**src/rtl/sm_adder2comp.sv**
```systemverilog
// Sign-magnitude adder with a two's-complement result, as a 4-state FSM.
// Define SM_ADDER2COMP_SAT_EN to clamp the result to N bits and drive ovf.
module sm_adder2comp #(
  parameter int N = 5
) (
  input  logic         clk,
  input  logic         RESET_N,
  input  logic [N-1:0] a,
  input  logic [N-1:0] b,
  input  logic         start,
  output logic         busy,
  output logic         done,
  output logic [N:0]   result,
  output logic         ovf
);

  typedef enum logic [1:0] {
    IDLE,
    CONV,
    ADD,
    OUT
  } state_t;

  state_t       state;
  logic [N-1:0] a_q;
  logic [N-1:0] b_q;
  logic [N:0]   ca;
  logic [N:0]   cb;
  logic [N:0]   sum_q;
  logic [N:0]   res_nx;

  // Negative zero negates to zero, so it never contributes.
  function automatic logic [N:0] to_tc(input logic [N-1:0] v);
    logic [N:0] m;
    m = {2'b00, v[N-2:0]};
    return v[N-1] ? -m : m;
  endfunction

`ifdef SM_ADDER2COMP_SAT_EN
  localparam logic [N:0] MAXV = {2'b00, {(N-1){1'b1}}};
  localparam logic [N:0] MINV = {2'b11, {(N-1){1'b0}}};

  logic sat;
  logic ovf_q;

  // The sum fits N bits exactly when its top two bits agree.
  always_comb begin
    sat    = sum_q[N] ^ sum_q[N-1];
    res_nx = sum_q;
    if (sat) res_nx = sum_q[N] ? MINV : MAXV;
  end

  assign ovf = ovf_q;
`else
  always_comb begin
    res_nx = sum_q;
  end

  assign ovf = 1'b0;
`endif

  assign busy = (state != IDLE);

  always_ff @(posedge clk or negedge RESET_N) begin
    if (!RESET_N) begin
      state  <= IDLE;
      a_q    <= '0;
      b_q    <= '0;
      ca     <= '0;
      cb     <= '0;
      sum_q  <= '0;
      result <= '0;
      done   <= 1'b0;
`ifdef SM_ADDER2COMP_SAT_EN
      ovf_q  <= 1'b0;
`endif
    end else begin
      done <= 1'b0;
      unique case (state)
        IDLE: begin
          if (start) begin
            a_q   <= a;
            b_q   <= b;
            state <= CONV;
          end
        end
        CONV: begin
          ca    <= to_tc(a_q);
          cb    <= to_tc(b_q);
          state <= ADD;
        end
        ADD: begin
          sum_q <= ca + cb;
          state <= OUT;
        end
        OUT: begin
          result <= res_nx;
          done   <= 1'b1;
`ifdef SM_ADDER2COMP_SAT_EN
          ovf_q  <= sat;
`endif
          state  <= IDLE;
        end
      endcase
    end
  end

endmodule

```
**config.mk**
```make
export PLATFORM = sky130hd
export DESIGN_NAME = sm_adder2comp
export DESIGN_NICKNAME = d
export VERILOG_FILES = /design/src/rtl/sm_adder2comp.sv
export SDC_FILE = /design/constraint.sdc
export NUM_CORES = 1
export LEC_CHECK = 0
export CAP_MARGIN = 20
export CORE_AREA = 2 2 58 60
export CTS_BUF_LIST = sky130_fd_sc_hd__clkbuf_4 sky130_fd_sc_hd__clkbuf_8
export DETAILED_ROUTE_END_ITERATION = 10
export DIE_AREA = 0 0 60 62
export DONT_BUFFER_PORTS = 1
export PLACE_DENSITY = 0.74
export SYNTH_ARGS = -nofsm -noshare
export SYNTH_HDL_FRONTEND = slang
export SYNTH_SLANG_ARGS = --single-unit
```
**constraint.sdc**
```tcl
create_clock -name clk -period 3 [get_ports clk]
set_input_delay 0.3 -clock clk [delete_from_list [all_inputs] [get_ports clk]]
set_output_delay 0.3 -clock clk [all_outputs]
set_load 0.1 [all_outputs]
```
# Word level (Yosys, flattened, before mapping)
# Index checks and enable logic that the tools add are counted.
# word_totals
elab_cells	23
out_inout_bits	9
input_bits	13
register_bits	37
# classes
add_sub_neg	3
mux	5
reduce_logical	3
n_eq_ne	4
# op_table
operator	count
6-bit 2-to-1 mux	2
4-bit negator with 6-bit output	2
2-bit one-hot mux with 4 select lines	1
6-bit adder	1
2-bit equality test, second input constant	2
2-bit by 1-bit equality test with 1-bit output, second input constant	1
2-bit logical NOT	1
2-bit 2-to-1 mux	1
2-bit inequality test, second input constant	1
2-bit AND reduction	1
2-bit nonzero test	1
1-bit 2-to-1 mux	1

# Logic depth before layout (Yosys ltp)
# logic_depth
ltp_word	2
ltp_mapped	7
mapped_depth_nobuf	7

# Least setup slack after synthesis
# Ideal clock, no wire load.
# synth_timing
path_kind	register to register
from	register state[0]
to	register state[1]
slack_ns	1.162
setup_time_ns	0.125
required_time_ns	2.875
stages_incl_launch_ff	6
path_buffers	0
period_less_slack_ns	1.838
arrival_time_ns	1.714
path_cell_list	dfrtp_1 inv_1 ha_1 inv_1 nor2_1 mux2_2
# synth_between
elab_chain_cells	2
elab_cells_between_ends	6
cone_classes	eq/ne: 4; mux: 1; reduce/logical: 1
# synth_rtl
item	line	text
start, declared	24	state_t state;
start signal, assigned	66	state <= IDLE;
start signal, assigned	84	state <= CONV;
start signal, assigned	90	state <= ADD;
2-bit equality test, or another cell as far along	79	unique case (state)
2-bit one-hot mux with 4 select lines or 2-bit inequality test (tied branches)	-	
# Parallel ways exist; a longest one is shown, timed or not.
# A chain may end at the register's enable or synchronous reset.

# Worst setup path in the final report
# layout_timing
from	register ca[0]
to	register sum_q[4], in the netlist res_nx[4]
# layout_between
elab_chain_cells	1
# layout_rtl
item	line	text
start, declared	27	logic [N:0] ca;
start signal, assigned	88	ca <= to_tc(a_q);
6-bit adder	93	sum_q <= ca + cb;
end signal, assigned	93	
end, declared	29	logic [N:0] sum_q;
# Every way passes these cells.

==> results.tsv <==
stage	metric	value	unit
timing	maxSlewViolCount	0	
layout	final_common_cell	dfrtp_1	
routing	vias	1076	
yosys	syn_inst	154	
place	gp_congestion	0.781	
timing	max_freq	572	MHz
timing	tightest_slew	0.889	ns
yosys	ys_top_cells_by_area	dfrtp_1 52%, mux2_2 14%, ha_1 8.4%	
floorplanning	dieArea	3720	sq um
clocking	cts_tree	built	
floorplanning	coreArea	3180	sq um
yosys	synth_top_area_frac	0.515	
routing	drt-pass1-iter-count	4	
yosys	syn-num-nets	180	
yosys	yosys.area.top_type	dfrtp_1	
yosys	synth_edf_count	0	
job	maxCapViolCount	0	
global_routing	antenna_found_initial	0	
global_routing	grt-ovfl-total	0	
clocking	root_buffer	clkbuf_4	
timing	layout_setup_ws	1.25	ns
setup_path	path_class	reg2reg	
clocking	clock_sinks	37	
timing	final_hold_viol_count	0	
setup_path	worstPathRequired	3.24	ns
yosys	synth_top_flop_cell	dfrtp_1	
place	hpwl	2080	microns
clocking	post_cts_buffers	0	
floorplanning	io-pin-count	22	
yosys	synthDistinctLibCells	28	
global_routing	grt_pass1_wl	4790	microns
place	portBuffers	0	
hold_path	hp-class	in2reg	
clocking	clk_latency	0.34	ns
timing	fin_worst_skew	0.00945	ns
floorplanning	start_util	0.565	
floorplanning	fp-row-count	21	
yosys	yosysWarnings	0	
global_routing	track_usage	0.182	
outcome	outcome	completed	
timing	period_share	0.582	
floorplanning	fp.dieH	62	microns
layout	layout-drive-gt1-share	0.200	
routing	drc	0	
yosys	syn_area	1800	sq um
place	dp_cells	196	
timing	setup_viol	0	
clocking	clockBufferDepth	2	
routing	wire_per_inst	13.5	microns
yosys	avgSynthCellArea	11.7	sq um
layout	final_nets	185	
layout	final_cells	206	
floorplanning	fp.dieW	60	microns
yosys	ys_seq_area_frac	0.515	
yosys	async_flop_share	1.00	
setup_path	critPathLaunchType	flop	
clocking	ctsHoldBuffers	2	
yosys	synth-seq-cells	37	
timing	fin_tns_setup	0	ns
setup_path	cp_data_arrival_time	1.98	ns
setup_path	cp-end-kind	flop	
setup_path	crit_fanout	3	
layout	antennaDiodeCount	0	
clocking	cts_resized	0	
timing	fin_crit	1.75	ns
timing	slew_headroom	0.407	
routing	via_per_inst	5.22	
global_routing	grt_pass1_vias	1139	
timing	holdWs	0.0961	ns
routing	ant_nets	0	
routing	wl	2780	microns
timing	rsz0062_at_grt	no	
routing	drtIter0Drc	40	
clocking	numCtsBuffers	5	
layout	final_cell_mix	37 x dfrtp_1, 22 x mux2_2, 15 x inv_1	
clocking	htreeDepth	2	
clocking	clkTransAtPathRegs	0.11	ns
global_routing	grt_max_degree	38	
place	pre_cts_ws	1.27	ns
layout	area_growth	9.68	%
## routing by layer
layer | track usage | part of all wire | up-vias
li1 | - | - | 524
met1 | 0.204 | 0.43 | 517
met2 | 0.298 | 0.49 | 26
met3 | 0.0663 | 0.047 | 9
met4 | 0.114 | 0.030 | 0
met5 | 0 | 0 | -
## through the flow
step	utilization	cell area, sq um
floorplan	-	1800
global placement	0.578	1840
detailed placement	0.578	1840
CTS	0.620	1970
global route	0.620	1970
finish	0.620	1970
## worst max-delay path, stage by stage, from the launching register on
cell     delay, ns
dfrtp_1       0.39
ha_1          0.23
inv_1         0.08
fa_1          0.20
nor2b_1       0.06
o21a_1        0.17
or3_1         0.30
a31o_1        0.22
## cells by family after synthesis
logic type / count (synthesis) / synth area share
xor+xnor: 7 / 0.0341
mux: 26 / 0.160
flops: 37 / 0.515
compound gates: 22 / 0.0745
other cells: 1 / 0.00209
simple gates: 28 / 0.0745
buf+inv: 20 / 0.0446
fa+ha+maj: 13 / 0.0947
## worst paths after layout
| kind | startpoint | to | slack (ns) | cells after the start |
|---|---|---|---|---|
| setup / recovery | ca[0] | res_nx[4] | 1.25 | 7 |
| hold / removal | b[2] | b_q[2] | 0.1 | 1 |
| setup reg to reg | ca[0] | res_nx[4] | 1.25 | 7 |
| hold reg to reg | res_nx[0] | res_nx[0] | 0.51 | 1 |
| max in group asynchronous | RESET_N | cb[4] | 2.42 | 2 |
| min in group asynchronous | RESET_N | done | 0.40 | 2 |
## cells in the mapped netlist, drive strengths merged (2+ instances only)
| cell | instances |
|---|---|
| xor2 | 2 |
| or3 | 3 |
| o211ai | 3 |
| ha | 12 |
| mux2 | 22 |
| o21ai | 6 |
| inv | 15 |
| mux2i | 4 |
| dfrtp | 37 |
| nand2 | 7 |
| clkbuf | 3 |
| nand3 | 2 |
| nor2b | 5 |
| a21oi | 8 |
| xnor2 | 5 |
| nor2 | 9 |
| buf | 2 |
## sequential cells by signal, summed over array words and instances (netlist names)
signal	count
cb	6
done	1
res_nx	6
state	2
b_q	5
a_q	5
result	6
ca	6
## area by class of cell
type	instances	area, sq um
Timing Repair Buffer	3	37.5
Clock inverter	3	65.1
Tap cell	46	57.6
Inverter	15	56.3
Clock buffer	5	37.5
Fill cell	259	1210
Multi-Input combinational cell	97	791
Sequential cell	37	926
Power is not shown: default switching activity piles up to over one toggle a cycle in this logic, so the estimate is an artifact.
